<file path="src/rtl/fifo_arb_pkg.sv">
// fifo_arb_pkg: state type and sizing helpers shared by the FIFO write
// arbiter and its rotate-priority finder.
package fifo_arb_pkg;

  typedef enum logic {
    IDLE  = 1'b0,
    BURST = 1'b1
  } arb_state_t;

  // Index width for n requesters; never below one bit.
  function automatic int id_w(input int n);
    return (n < 2) ? 1 : $clog2(n);
  endfunction

  // Beat counter must be able to hold max_burst itself.
  function automatic int cnt_w(input int max_burst);
    return $clog2(max_burst + 1);
  endfunction

endpackage

</file>
<file path="src/rtl/fifo_wr_arbiter_rr_pick.sv">
// rr_pick: combinational rotate-priority finder; returns the first set
// request at or above i_start, wrapping past N-1 back to 0.
module rr_pick
  import fifo_arb_pkg::*;
#(
  parameter int N  = 4,
  parameter int IW = id_w(N)
) (
  input  logic [N-1:0]  i_req,
  input  logic [IW-1:0] i_start,
  output logic          o_found,
  output logic [IW-1:0] o_idx
);

  logic [IW-1:0] w_j;

  always_comb begin
    o_found = 1'b0;
    o_idx   = '0;
    w_j     = '0;
    for (int i = 0; i < N; i++) begin
      w_j = IW'((int'(i_start) + i) % N);
      if (!o_found && i_req[w_j]) begin
        o_found = 1'b1;
        o_idx   = w_j;
      end
    end
  end

endmodule

</file>
<file path="src/rtl/fifo_wr_arbiter.sv">
// fifo_wr_arbiter: burst-locked round-robin share of one FIFO write port.
// Define FIFO_WR_ARB_PRIO_EN to give requester 0 strict priority at arbitration.
module fifo_wr_arbiter
  import fifo_arb_pkg::*;
#(
  parameter int WIDTH     = 32,
  parameter int NUM_REQ   = 4,
  parameter int MAX_BURST = 16
) (
  input  logic                        clk,
  input  logic                        srst,
  input  logic [NUM_REQ-1:0]          req_valid,
  input  logic [NUM_REQ*WIDTH-1:0]    req_data,
  input  logic [NUM_REQ-1:0]          req_last,
  output logic [NUM_REQ-1:0]          req_ready,
  output logic [WIDTH-1:0]            fifo_din,
  output logic                        fifo_wr_en,
  input  logic                        fifo_full,
  output logic [$clog2(NUM_REQ)-1:0]  grant_id,
  output logic                        busy
);

  localparam int GW = id_w(NUM_REQ);
  localparam int CW = cnt_w(MAX_BURST);
  localparam logic [CW-1:0] LAST_CNT = CW'(MAX_BURST - 1);
  localparam logic [GW-1:0] TOP_ID   = GW'(NUM_REQ - 1);

  arb_state_t    r_state;
  logic [GW-1:0] r_rr_ptr;
  logic [GW-1:0] r_grant;
  logic [CW-1:0] r_beat_cnt;

  logic          w_found;
  logic [GW-1:0] w_pick;
  logic [GW-1:0] w_sel;
  logic          w_upd_ptr;
  logic          w_g_valid;
  logic          w_g_last;
  logic          w_accept;
  logic          w_end;
  logic [GW-1:0] w_next_ptr;

  rr_pick #(
    .N  (NUM_REQ),
    .IW (GW)
  ) u_pick (
    .i_req   (req_valid),
    .i_start (r_rr_ptr),
    .o_found (w_found),
    .o_idx   (w_pick)
  );

`ifdef FIFO_WR_ARB_PRIO_EN
  assign w_sel     = req_valid[0] ? '0 : w_pick;
  assign w_upd_ptr = (r_grant != '0);
`else
  assign w_sel     = w_pick;
  assign w_upd_ptr = 1'b1;
`endif

  assign w_g_valid  = req_valid[r_grant];
  assign w_g_last   = req_last[r_grant];
  // srst suppresses the write of a burst it abandons
  assign w_accept   = (r_state == BURST) && w_g_valid
                    && !fifo_full && !srst;
  assign w_end      = w_accept
                    && (w_g_last || (r_beat_cnt == LAST_CNT));
  assign w_next_ptr = (r_grant == TOP_ID) ? '0 : r_grant + GW'(1);

  assign fifo_wr_en = w_accept;
  assign fifo_din   = (r_state == BURST)
                    ? req_data[int'(r_grant)*WIDTH +: WIDTH]
                    : '0;
  assign grant_id   = r_grant;
  assign busy       = (r_state == BURST);

  always_comb begin
    req_ready = '0;
    if ((r_state == BURST) && !srst)
      req_ready[r_grant] = !fifo_full;
  end

  always_ff @(posedge clk) begin
    if (srst) begin
      r_state    <= IDLE;
      r_rr_ptr   <= '0;
      r_grant    <= '0;
      r_beat_cnt <= '0;
    end else begin
      unique case (r_state)
        IDLE: begin
          if (w_found) begin
            r_grant    <= w_sel;
            r_beat_cnt <= '0;
            r_state    <= BURST;
          end
        end
        BURST: begin
          if (w_accept) begin
            r_beat_cnt <= r_beat_cnt + CW'(1);
            if (w_end) begin
              r_state <= IDLE;
              if (w_upd_ptr)
                r_rr_ptr <= w_next_ptr;
            end
          end
        end
        default: r_state <= IDLE;
      endcase
    end
  end

endmodule

</file>
<file path="config.mk">
export PLATFORM = sky130hd
export DESIGN_NAME = fifo_wr_arbiter
export DESIGN_NICKNAME = d
export VERILOG_FILES = /design/src/rtl/fifo_arb_pkg.sv /design/src/rtl/fifo_wr_arbiter_rr_pick.sv /design/src/rtl/fifo_wr_arbiter.sv
export SDC_FILE = /design/constraint.sdc
export NUM_CORES = 1
export LEC_CHECK = 0
export ABC_CLOCK_PERIOD_IN_PS = 2700
export BUFFER_PORTS_ARGS = -buffer_cell sky130_fd_sc_hd__buf_2
export CORE_MARGIN = 2
export CORE_UTILIZATION = 38
export CTS_CLUSTER_DIAMETER = 50
export DETAILED_ROUTE_END_ITERATION = 12
export HOLD_SLACK_MARGIN = 0.05
export PLACE_DENSITY = 0.95
export SETUP_SLACK_MARGIN = 0.4
export SLEW_MARGIN = 20
export SYNTH_ARGS = -nofsm -noshare
export SYNTH_HDL_FRONTEND = slang
export SYNTH_SLANG_ARGS = --single-unit
export TNS_END_PERCENT = 10
</file>
<file path="constraint.sdc">
create_clock -name clk -period 2.7 [get_ports clk]
set_clock_uncertainty 0.1 [all_clocks]
set_input_delay 0.135 -clock clk [delete_from_list [all_inputs] [get_ports clk]]
set_output_delay 0.135 -clock clk [all_outputs]
set_load 0.05 [all_outputs]
</file>
---- Word-level counts from Yosys, hierarchy flattened ----
Cells that the tools add are included.
cells by class
  multiply operators ...................... 0
  add/subtract/negate cells ............... 5
  reductions and logical operators ........ 18
  multiplexer cells ....................... 32
  order comparisons ....................... 6
  shift-type cells ........................ 1
  bitwise gates (word level) .............. 2
  div/mod/pow operators ................... 0
  eq/ne operators ......................... 4
operator list
  operator                                                                      count
  128-bit by 8-bit indexed part select with 32-bit output                       1
  32-bit 2-to-1 mux                                                             1
  2-bit by 3-bit less-than comparator with 1-bit output, second input constant  5
  1-bit 2-to-1 mux                                                              14
  1-bit binary-select mux with 2-bit select                                     6
  2-bit 2-to-1 mux                                                              5
  5-bit 2-to-1 mux                                                              2
  5-bit case mux with 2 select lines                                            1
  1-bit logical AND                                                             9
  5-bit by 1-bit adder with 5-bit output, second input constant                 1
  5-bit by 4-bit equality test with 1-bit output, second input constant         1
  1-bit zero test                                                               5
  2-bit by 1-bit adder with 2-bit output, second input constant                 2
  2-bit adder, second input constant                                            2
  4-bit AND                                                                     1
  4-bit 2-to-1 mux                                                              1
  2-bit by 1-bit != test with 1-bit output, second input constant               2
  2-bit AND reduction                                                           2
  3-bit AND reduction                                                           1
  1-bit demux with 2-bit select                                                 1
  2-bit equality test, second input constant                                    1
  2-bit by 1-bit >= comparator with 1-bit output, second input constant         1
  1-bit case mux with 2 select lines                                            1
  1-bit logical OR                                                              1
  1-bit inverter                                                                1
storage, ports and cells
  memories kept ........................... 0
  memory bits (read-only) ................. 0
  flip-flop bits (word level) ............. 10
  bits in writable memories ............... 0
  output and inout port bits .............. 40
  latch bits .............................. 0

---- Depth between registers and ports, before layout ----
Gate-level depths: netlist (run 1).
  depth after elaboration ................. 14
  gate-level depth with buffers ........... 6
  mapped depth without buffers ............ 6

---- Cells and area by module ----
A second synthesis (run 1) with hierarchy kept.
unflattened totals
  cell total of the unflattened synthesis .. 159
  area, all modules ....................... 1722.9 µm²
modules (own cells, without submodules)
  module           area an instance (µm²)  cells each  times used
  fifo_wr_arbiter  1645.3                  144         1
  rr_pick          77.6                    15          1

---- Worst setup path before layout (run 1) ----
Ideal clock, no wire load.
  path kind ............................... flip-flop to output port
  start point ............................. register r_grant[0], in the netlist grant_id[0]
  end point ............................... output fifo_din[10]
  slack ................................... 369 ps
  arrival ................................. 2096 ps
  stages on the path, launching flop included .. 5
  path through ............................ dfxtp_1 -> buf_4 -> buf_2 -> mux4_2 -> and2_1
between the ends
  word-level cells in the longest chain between the ends .. 2
RTL lines
  element                                                  line                   text
  start: declaration                                       fifo_wr_arbiter.sv:30  logic [GW-1:0] r_grant;
  start signal: assignment                                 fifo_wr_arbiter.sv:93  r_grant <= w_sel;
  128-bit by 8-bit indexed part select with 32-bit output  fifo_wr_arbiter.sv:72  ? req_data[int'(r_grant)*WIDTH +: WIDTH]
  32-bit 2-to-1 mux                                        fifo_wr_arbiter.sv:72
  end: declaration                                         fifo_wr_arbiter.sv:16  output logic [WIDTH-1:0] fifo_din,
No other way between the ends.

---- Worst setup path in the final report (run 1) ----
  start point ............................. register r_grant[0], in the netlist grant_id[0]
  end point ............................... output fifo_din[16]
The elaborated chain is that of the path after synthesis.

==> summary.txt, run 1 <==
CRITICAL PATH
--------------------------------------------------------------------------------------
Critical path start-end classification                                         reg2out
CP top delay family                                                       multiplexers
Worst endpoint required time                                                   2.47 ns
Arrival time at the worst endpoint                                             1.98 ns
Cells along the critical path                                             buf_6 -> mux4_2 -> and2_1 -> buf_2
Library cell contributing the largest single delay on the critical path   sky130_fd_sc_hd__mux4_2
CP bufs+invs                                                                         2
Type of origin of the critical path                                               flop
Critical path endpoint category                                           primary output
Maximum fanout encountered on the critical timing path                              19
CP peak stage delay                                                            0.54 ns

GLOBAL ROUTE
--------------------------------------------------------------------------------------
Vias in the first global route                                                    1981
Global routing usage summed across all routing layers                            0.249
First-pass GRT wire length                                                     9.82 mm
Final global-route overflow total                                                    0
Number of antenna violations at the first check in global routing                    1
Maximum number of pins on one net before global-route repair                        41

FLOORPLANNING
--------------------------------------------------------------------------------------
Floorplan Core Area                                                          4090 um^2
I/O pin count                                                                      179
Die Y-Extent                                                                   69.8 um
Initial standard-cell utilization of the core                                    0.403
Chip Width                                                                     69.8 um
Area of the die                                                              4870 um^2
# rows                                                                              23

TIMING
--------------------------------------------------------------------------------------
Aggregate negative setup slack                                                    0 ns
Final period utilization                                                         0.820
Final critical-path required period                                            2.21 ns
Final Hold Viols                                                                     0
Transition time of the tightest slew-check pin                                0.536 ns
Highest achievable clock rate                                                  452 MHz
Setup-failing EPs final                                                              0
Final count of pins violating max slew                                               0
Hold WS                                                                       0.127 ns
Max_slew headroom                                                                0.641
RSZ-0062 raised after global routing                                              true

PWR
--------------------------------------------------------------------------------------
Part of the total power dissipated in the clock network                          0.186
Leakage component of the power                                                 1.30 nW
Fraction of power spent switching nets                                           0.425
Total power                                                                 0.000806 W
P per Cell Area                                                            307 nW/um^2
Maximum VDD drop                                                              0.468 mV
Internal power contribution                                                 0.000463 W
Switch Pwr                                                                  0.000342 W
Combinational share of power                                                     0.616
Proportion of power drawn by flip-flops and latches                              0.198

SYNTH
--------------------------------------------------------------------------------------
Count of flip-flops with a built-in enable after synthesis                           0
Number of warnings issued by yosys                                                   0
Cell variety after synth                                                            38
Netlist Area Pre-Place                                                       1650 um^2
FF+latch count, synth                                                               10
Post-synthesis instance total                                                      145
Net count after synthesis                                                          290
Proportion of synthesized chip area in sequential cells                          0.122
Most common flop cell mapped by yosys                                     sky130_fd_sc_hd__dfxtp_1
Syn_area_per_cell                                                            11.3 um^2
FFs w/ async S/R, synth                                                              0

ROUTING
--------------------------------------------------------------------------------------
Count of antenna-violating nets left after detailed routing                          0
First-pass DRT Iterations                                                            4
Via density                                                                       5.40
First-iteration detailed-routing DRC count                                         122
Vias                                                                              1994
Average wire length per cell after detail routing                              17.0 um
Detailed-route wire length                                                     6.28 mm
Count of unresolved DRC violations after routing                                     0

MIN PATH
--------------------------------------------------------------------------------------
Hold/Removal Path Class                                                         in2reg

CLOCKING
--------------------------------------------------------------------------------------
Clk buf depth                                                                        2
TritonCTS clock tree                                                             built
Root buffer cell                                                          sky130_fd_sc_hd__clkbuf_8
Clock-pin slew of the registers on the worst-case setup and hold paths         0.04 ns
CTS H-tree lvls                                                                      1
Clock Sinks                                                                         10
Clock latency on the worst-skew pair                                           0.23 ns
Number of buffers created by CTS                                                     3
Number of hold-repair buffers added at the cts stage                                 0

FINAL LAYOUT
--------------------------------------------------------------------------------------
NumNets Final                                                                      465
Area growth from synthesis to layout                                             59.2%
Layout cell share with drive strength beyond 1                                   0.730

PLACEMENT
--------------------------------------------------------------------------------------
Count of port buffers added during placement                                       178
Global placement routability congestion                                          0.919
Estimated wirelength of the detail-placed design                               5.27 mm

RUN STATUS
--------------------------------------------------------------------------------------
Run status                                                                finished, final reports clean

JOB
--------------------------------------------------------------------------------------
Number of max-cap violations                                                         0

[logic make-up (layout without fill, tap and decap cells)]
| kind of cell | Yosys count | count (layout) | synth area share |
|---|---|---|---|
| XOR/XNOR | 1 | 1 | 0.00532 |
| adder cells (fa/ha/maj) | 6 | 6 | 0.0456 |
| buffers and inverters | 19 | 192 | 0.0540 |
| other | 0 | 1 | 0 |
| multiplexers | 37 | 37 | 0.487 |
| flip-flops | 10 | 10 | 0.122 |
| AND/OR/NAND/NOR | 55 | 55 | 0.210 |
| AO/OA/AOI/OAI | 17 | 17 | 0.0768 |
[Yosys cell counts (2+ instances only)]
cell type / n / area share
sky130_fd_sc_hd__clkbuf_1: 6 / 0.014
sky130_fd_sc_hd__and2_1: 36 / 0.14
sky130_fd_sc_hd__ha_1: 6 / 0.046
sky130_fd_sc_hd__nand3_1: 2 / 0.0061
sky130_fd_sc_hd__nor2_1: 4 / 0.0091
sky130_fd_sc_hd__buf_2: 5 / 0.015
sky130_fd_sc_hd__mux2i_1: 2 / 0.012
sky130_fd_sc_hd__and3_1: 2 / 0.0076
sky130_fd_sc_hd__inv_1: 4 / 0.0091
sky130_fd_sc_hd__a21oi_1: 6 / 0.018
sky130_fd_sc_hd__o21ai_0: 2 / 0.0061
sky130_fd_sc_hd__dfxtp_1: 10 / 0.12
sky130_fd_sc_hd__inv_2: 2 / 0.0046
sky130_fd_sc_hd__mux4_2: 34 / 0.47
[per-layer routing]
layer	GRT usage	vias to the layer above	share of wire
met3	0.0436	18	0.080
met4	0.0876	0	0.030
met2	0.433	119	0.52
met5	0	-	0
met1	0.309	943	0.37
li1	-	914	-
[layout by cell type (no fill, tap or decap), drive strengths merged, types with 2 or more instances in the layout]
cell type  synthesis  layout
ha                 6       6
and2              36      36
dfxtp             10      10
o21ai              2       2
nor3               2       2
o2bb2ai            2       2
nand2              2       2
buf                7     183
and3               2       2
mux4              34      34
inv                6       6
clkbuf             6       3
a21oi              6       6
nor2               5       5
mux2i              2       2
nand3              2       2
[state kept, by name, summed over array words and instances (netlist names)]
name / count
r_beat_cnt: 5
grant_id: 2
busy: 1
r_rr_ptr: 2
[what timing repair did]
action                     4_1_cts  5_1_grt
setup endpoints to repair       14       19
hold endpoints to repair         0        0
gates resized for setup          1        0
setup buffers                    0        0
[power groups by stage]
stage / registers [W] / logic, W / clock network [W]
2_1_floorplan: 0.000169 / 0.000325 / 0
3_3_place_gp: 0.000162 / 0.000483 / 0
3_5_place_dp: 0.000162 / 0.000496 / 0
4_1_cts: 0.000160 / 0.000498 / 0.000152
5_1_grt: 0.000160 / 0.000526 / 0.000160
6_report: 0.000159 / 0.000496 / 0.000150
[stage by stage]
step | cell area [um^2] | cells | setup slack [ns] | util
3_3_place_gp | 2570 | 365 | 0.665 | 0.630
4_1_cts | 2620 | 368 | 0.447 | 0.641
2_1_floorplan | 1650 | 145 | 0.551 | -
3_5_place_dp | 2570 | 365 | 0.613 | 0.630
6_report | 2620 | 369 | 0.486 | 0.641
5_1_grt | 2620 | 368 | 0.365 | 0.641
[layout make-up]
type / instances / area [um^2]
fillers: 339 / 1470
repair buffers: 183 / 932
multi-input cells: 116 / 1360
inverters: 6 / 22.5
well taps: 50 / 62.6
clock buffers: 3 / 41.3
flip-flops and latches: 10 / 203
diodes: 1 / 2.50
[path summary, 6_finish.rpt]
kind	slack (ns)	to	cells after the start	from
max reg2reg	0.72	r_beat_cnt[4]	6	grant_id[0]
max	0.49	fifo_din[16]	4	grant_id[0]
min reg2reg	0.39	r_rr_ptr[0]	2	r_rr_ptr[0]
min	0.13	r_beat_cnt[0]	2	srst
Power figures use the tool's default switching activity.
==> run 2, diff against run 1 <==
ABC_CLOCK_PERIOD_IN_PS = 1900   (was 2700)
CORE_UTILIZATION = 32   (was 38)
PLACE_DENSITY = 0.88   (was 0.95)
clock period = 1.9 ns   (was 2.7 ns; I/O delays follow)
==> summary.txt, run 2 (synthesized netlist as in run 1, its figures left out) <==
TIMING
-------------------------------------------------------------------------------------
Final critical-path required period                                           1.93 ns
Transition time of the tightest slew-check pin                               0.574 ns
Final period utilization                                                         1.02
Setup-failing EPs final                                                            10
Final Hold Viols                                                                    0
Hold WS                                                                     0.0964 ns
Final count of pins violating max slew                                              0
Worst-case setup margin in the final layout                                -0.0308 ns
Max_slew headroom                                                               0.614
Aggregate negative setup slack                                              -0.168 ns
Highest achievable clock rate                                                 518 MHz
RSZ-0062 raised after global routing                                             true

RUN STATUS
-------------------------------------------------------------------------------------
Run status                                                               finished, violations left
Violated checks                                                          setup timing

JOB
-------------------------------------------------------------------------------------
Number of max-cap violations                                                        0

CLOCKING
-------------------------------------------------------------------------------------
Number of hold-repair buffers added at the cts stage                                0
TritonCTS clock tree                                                            built
CTS H-tree lvls                                                                     1
Clock Sinks                                                                        10
Clk buf depth                                                                       2
Clock latency on the worst-skew pair                                          0.25 ns
Clock-pin slew of the registers on the worst-case setup and hold paths        0.05 ns
Number of buffers created by CTS                                                    3
Root buffer cell                                                         sky130_fd_sc_hd__clkbuf_8

CRITICAL PATH
-------------------------------------------------------------------------------------
Reg-to-reg setup timing slack                                                 0.09 ns
Worst endpoint required time                                                  1.70 ns
Critical path capture point                                              fifo_din[24]
Maximum fanout encountered on the critical timing path                              8
Crit Reg-Reg Endpoint                                                     r_rr_ptr[1]
Beginning of the critical path                                            grant_id[0]
Type of origin of the critical path                                              flop
Arrival time at the worst endpoint                                            1.74 ns
Critical path endpoint category                                          primary output
Critical register-to-register path startpoint                             grant_id[0]
Critical path start-end classification                                        reg2out
R2R cell count                                                                      5

FINAL LAYOUT
-------------------------------------------------------------------------------------
Most frequent cells in the layout                                        sky130_fd_sc_hd__buf_2, sky130_fd_sc_hd__mux4_2, sky130_fd_sc_hd__and2_4, sky130_fd_sc_hd__buf_8, sky130_fd_sc_hd__buf_6
NumNets Final                                                                     471
Commonest non-fill, non-tap cell in the layout                           sky130_fd_sc_hd__buf_2
Area of all placed cells without fillers                                    3240 um^2
Area growth from synthesis to layout                                            97.0%
Register containing the most flip-flops in the final layout                r_beat_cnt
Count of filler cells inserted in the layout                                      382
Flip-flop count of the largest register, all copies and words added                 5
ANT cells                                                                           0
Layout cell share with drive strength beyond 1                                  0.846

FLOORPLANNING
-------------------------------------------------------------------------------------
# rows                                                                             26
I/O pin count                                                                     179
Chip Width                                                                    75.7 um
Floorplan Core Area                                                         5040 um^2
Area of the die                                                             5730 um^2
Initial standard-cell utilization of the core                                   0.326
Die Y-Extent                                                                  75.7 um

ROUTING
-------------------------------------------------------------------------------------
First-iteration detailed-routing DRC count                                         59
Detailed-route wire length                                                    6.81 mm
Via density                                                                      5.17
Vias                                                                             2043
Count of antenna-violating nets left after detailed routing                         0
Average wire length per cell after detail routing                             17.2 um
First-pass DRT Iterations                                                           4
Count of unresolved DRC violations after routing                                    0

PLACEMENT
-------------------------------------------------------------------------------------
Global placement routability congestion                                         0.848
Count of port buffers added during placement                                      178
Placed standard-cell area                                                   2700 um^2
Estimated wirelength of the detail-placed design                              4.95 mm
Pre-CTS setup slack                                                          0.173 ns

GLOBAL ROUTE
-------------------------------------------------------------------------------------
Maximum number of pins on one net before global-route repair                       39
Global routing usage summed across all routing layers                           0.225
Final global-route overflow total                                                   0
Number of antenna violations at the first check in global routing                   0
First-pass GRT wire length                                                    9.63 mm
Vias in the first global route                                                   2052

MIN PATH
-------------------------------------------------------------------------------------
Hold/Removal Path Class                                                        in2reg

PWR
-------------------------------------------------------------------------------------
Leakage component of the power                                                1.50 nW
Total power                                                                 0.00141 W
Maximum VDD drop                                                             0.384 mV
P per Cell Area                                                           434 nW/um^2

## run 2: cell count changes in the layout (fill, tap and decap cells not counted), sizes merged
| cell | before | now |
|---|---|---|
| buf | 183 | 189 |
| clkbuf | 3 | 4 |
| diode | 1 | 0 |
## run 2: timing repair
action / CTS / global route
cloned: 2 / 0
buffers inserted: 3 / 0
gates resized for setup: 129 / 2
endpoints found under the setup margin: 45 / 45
pin swaps: 12 / 13
## run 2: how the worst min path moves through the flow
| stage | startpoint | cells after the start | endpoint |
|---|---|---|---|
| finish | srst | 2 | busy |
| global route | srst | 2 | busy |
| CTS | srst | 2 | r_beat_cnt[0] |
| detailed placement | srst | 2 | r_beat_cnt[0] |
| global placement | srst | 2 | r_beat_cnt[0] |
| floorplan | req_valid[0] | 3 | grant_id[0] |
## run 2: critical path, stage by stage, from the launching register on
cell	delay, ns
sky130_fd_sc_hd__dfxtp_4	0.41
sky130_fd_sc_hd__buf_6	0.13
sky130_fd_sc_hd__buf_16	0.13
sky130_fd_sc_hd__mux4_2	0.50
sky130_fd_sc_hd__and2_4	0.17
sky130_fd_sc_hd__buf_6	0.14
## run 2: metal layers
metal	wire length, um	global-route usage	part of all wire
met1	2390	0.260	0.35
met5	0	0	0
met4	210	0.123	0.031
met2	3780	0.397	0.55
met3	428	0.0331	0.063
## run 2: where the power goes
part | leakage, nW | internal, W | switching (W)
registers | 0.0828 | 0.000215 | 0.00000973
logic | 1.39 | 0.000484 | 0.000461
clock network | 0.0228 | 0.000147 | 0.0000893
## run 2: through the flow
stage | cells | utilization
3_3_place_gp | 386 | 0.535
4_1_cts | 395 | 0.641
3_5_place_dp | 386 | 0.535
5_1_grt | 395 | 0.643
2_1_floorplan | 145 | -
6_report | 395 | 0.643
## run 2: cell type report
| cell class | count | area (um^2) | area share |
|---|---|---|---|
| multi-input cells | 116 | 1490 | 0.460 |
| flip-flops and latches | 10 | 209 | 0.0645 |
| clock buffers | 4 | 45.0 | 0.0139 |
| inverters | 6 | 27.5 | 0.00849 |
| well taps | 70 | 87.6 | 0.0270 |
| repair buffers | 189 | 1380 | 0.426 |
==> run 3, diff against run 2 <==
CELL_PAD_IN_SITES_DETAIL_PLACEMENT = 0   (was default)
CELL_PAD_IN_SITES_GLOBAL_PLACEMENT = 1   (was default)
CORE_UTILIZATION = 21   (was 32)
PLACE_DENSITY = 0.86   (was 0.88)
==> summary.txt, run 3 (synthesized netlist as in run 1, its figures left out) <==
TIMING
--------------------------------------------------------------------------------------
Aggregate negative setup slack                                              -0.0291 ns
Highest achievable clock rate                                                  518 MHz
Final critical-path required period                                            1.93 ns
Setup-failing EPs final                                                              1
Max_slew headroom                                                                0.634
RSZ-0062 raised after global routing                                              true
Hold WS                                                                      0.0988 ns
Final Hold Viols                                                                     0
Final count of pins violating max slew                                               0
Worst-case setup margin in the final layout                                 -0.0291 ns
Transition time of the tightest slew-check pin                                0.548 ns
Final period utilization                                                          1.02

FINAL LAYOUT
--------------------------------------------------------------------------------------
Most frequent cells in the layout                                         sky130_fd_sc_hd__buf_2, sky130_fd_sc_hd__mux4_2, sky130_fd_sc_hd__and2_4, sky130_fd_sc_hd__buf_6, sky130_fd_sc_hd__buf_8
Register containing the most flip-flops in the final layout                 r_beat_cnt
Finished Layout Cells                                                              432
NumNets Final                                                                      476
Layout cell share with drive strength beyond 1                                   0.852
Area growth from synthesis to layout                                             99.1%
ANT cells                                                                            0
Register area                                                                 209 um^2
Count of filler cells inserted in the layout                                       751
Flip-flop count of the largest register, all copies and words added                  5
Commonest non-fill, non-tap cell in the layout                            sky130_fd_sc_hd__buf_2
Footprint of the multi-input gates                                           1460 um^2
Area of all placed cells without fillers                                     3280 um^2
Post-layout util                                                                 0.428

ROUTING
--------------------------------------------------------------------------------------
First-pass DRT Iterations                                                            4
Count of unresolved DRC violations after routing                                     0
Detailed-route wire length                                                     6.56 mm
Count of antenna-violating nets left after detailed routing                          0
Average wire length per cell after detail routing                              15.2 um
First-iteration detailed-routing DRC count                                          33
Via density                                                                       4.60
Vias                                                                              1989

FLOORPLANNING
--------------------------------------------------------------------------------------
Chip Width                                                                     92.5 um
# rows                                                                              32
I/O pin count                                                                      179
Die Y-Extent                                                                   92.5 um
Floorplan Core Area                                                          7650 um^2
Area of the die                                                              8560 um^2
Initial standard-cell utilization of the core                                    0.215

PWR
--------------------------------------------------------------------------------------
Part of the total power dissipated in the clock network                          0.172
Combinational share of power                                                     0.663
Switch Pwr                                                                  0.000549 W
P per Cell Area                                                            420 nW/um^2
Internal power contribution                                                 0.000827 W
Proportion of power drawn by flip-flops and latches                              0.165
Leakage component of the power                                                 1.50 nW
Fraction of power spent switching nets                                           0.399
Maximum VDD drop                                                              0.477 mV

PLACEMENT
--------------------------------------------------------------------------------------
Estimated wirelength of the detail-placed design                               5.24 mm
Placed standard-cell area                                                    2760 um^2
Global placement routability congestion                                          0.776
Cell count after placement                                                         419
Count of port buffers added during placement                                       178

CRITICAL PATH
--------------------------------------------------------------------------------------
Critical path endpoint category                                                   flop
Type of origin of the critical path                                               flop
Critical register-to-register path startpoint                              grant_id[0]
Reg-to-reg setup timing slack                                                 -0.03 ns
Cells along the critical path                                             buf_4 -> mux4_2 -> o211ai_4 -> mux2i_1 -> nor2_1
CP peak stage delay                                                            0.54 ns
Crit Reg-Reg Endpoint                                                      r_rr_ptr[1]
Maximum fanout encountered on the critical timing path                               6
CP bufs+invs                                                                         1
R2R cell count                                                                       5
Library cell contributing the largest single delay on the critical path   sky130_fd_sc_hd__mux4_2
Arrival time at the worst endpoint                                             1.96 ns
CP top delay family                                                       multiplexers
Worst endpoint required time                                                   1.93 ns
Critical path start-end classification                                         reg2reg

MIN PATH
--------------------------------------------------------------------------------------
Hold/Removal Path Class                                                         in2reg
Cell count of the worst hold path                                                    2
Hold wc startpoint                                                                srst
Worst Hold Endpoint                                                       r_beat_cnt[0]

CLOCKING
--------------------------------------------------------------------------------------
Clock Sinks                                                                         10
Number of buffers created by CTS                                                     3
Root buffer cell                                                          sky130_fd_sc_hd__clkbuf_8
Clock-pin slew of the registers on the worst-case setup and hold paths         0.05 ns
Clk buf depth                                                                        2
TritonCTS clock tree                                                             built
CTS H-tree lvls                                                                      1
Clock latency on the worst-skew pair                                           0.25 ns

GLOBAL ROUTE
--------------------------------------------------------------------------------------
Number of antenna violations at the first check in global routing                    0
Vias in the first global route                                                    1987
Global routing usage summed across all routing layers                            0.138
Final global-route overflow total                                                    0
First-pass GRT wire length                                                     9.47 mm
Maximum number of pins on one net before global-route repair                        22

RUN STATUS
--------------------------------------------------------------------------------------
Violated checks                                                           setup timing
Run status                                                                finished, violations left

JOB
--------------------------------------------------------------------------------------
Number of max-cap violations                                                         0

## run 3: changes by cell type in the layout (fill, tap and decap cells not counted), moves of 2 or more
| cell | before | now |
|---|---|---|
| sky130_fd_sc_hd__buf_8 | 23 | 17 |
| sky130_fd_sc_hd__buf_16 | 2 | 0 |
| sky130_fd_sc_hd__clkbuf_16 | 0 | 3 |
| sky130_fd_sc_hd__buf_4 | 3 | 8 |
| sky130_fd_sc_hd__and2_2 | 0 | 13 |
| sky130_fd_sc_hd__and2_4 | 34 | 22 |
| sky130_fd_sc_hd__buf_6 | 17 | 22 |
## run 3: stage by stage
stage | setup WS (ns) | total power (W)
final | -0.0291 | 0.00138
after CTS | -0.0371 | 0.00134
after global routing | -0.0806 | 0.00144
after detailed placement | 0.177 | 0.000979
after global placement | 0.213 | 0.000967
after floorplan | 0.106 | 0.000740
## run 3: how the worst max path moves through the flow
stage | start | cells past startpoint | endpoint
after floorplan | grant_id[1] | 5 | r_beat_cnt[0]
after CTS | grant_id[0] | 4 | fifo_din[22]
after global routing | grant_id[0] | 5 | r_rr_ptr[1]
final | grant_id[0] | 5 | r_rr_ptr[1]
after global placement | grant_id[0] | 4 | fifo_din[17]
after detailed placement | grant_id[0] | 4 | fifo_din[22]
## run 3: power groups by stage
| stage | Combinational [W] | Clock (W) | Sequential [W] |
|---|---|---|---|
| global placement | 0.000738 | 0 | 0.000228 |
| floorplan | 0.000500 | 0 | 0.000240 |
| finish | 0.000912 | 0.000237 | 0.000226 |
| detailed placement | 0.000750 | 0 | 0.000229 |
| global route | 0.000962 | 0.000255 | 0.000228 |
| CTS | 0.000875 | 0.000242 | 0.000225 |
## run 3: area by class of cell
class	count	area share
inverters	6	0.00917
well taps	102	0.0390
clock buffers	3	0.0126
repair buffers	194	0.429
flip-flops and latches	10	0.0638
multi-input cells	116	0.446
clock inverters	1	0.00115
## run 3: what timing repair did
action / 4_1_cts / 5_1_grt
pin swaps: 1 / 5
endpoints found under the setup margin: 45 / 46
resized for setup: 100 / 12
gates cloned: 0 / 3
setup buffers: 1 / 5
hold buffers: 0 / 0
## run 3: layer usage
metal  up-vias  part of all wire  global-route usage
met3        12             0.075              0.0236
met5         -                 0                   0
met2        94              0.52               0.249
met4         0             0.022              0.0460
li1        935                 -                   -
met1       948              0.38               0.167
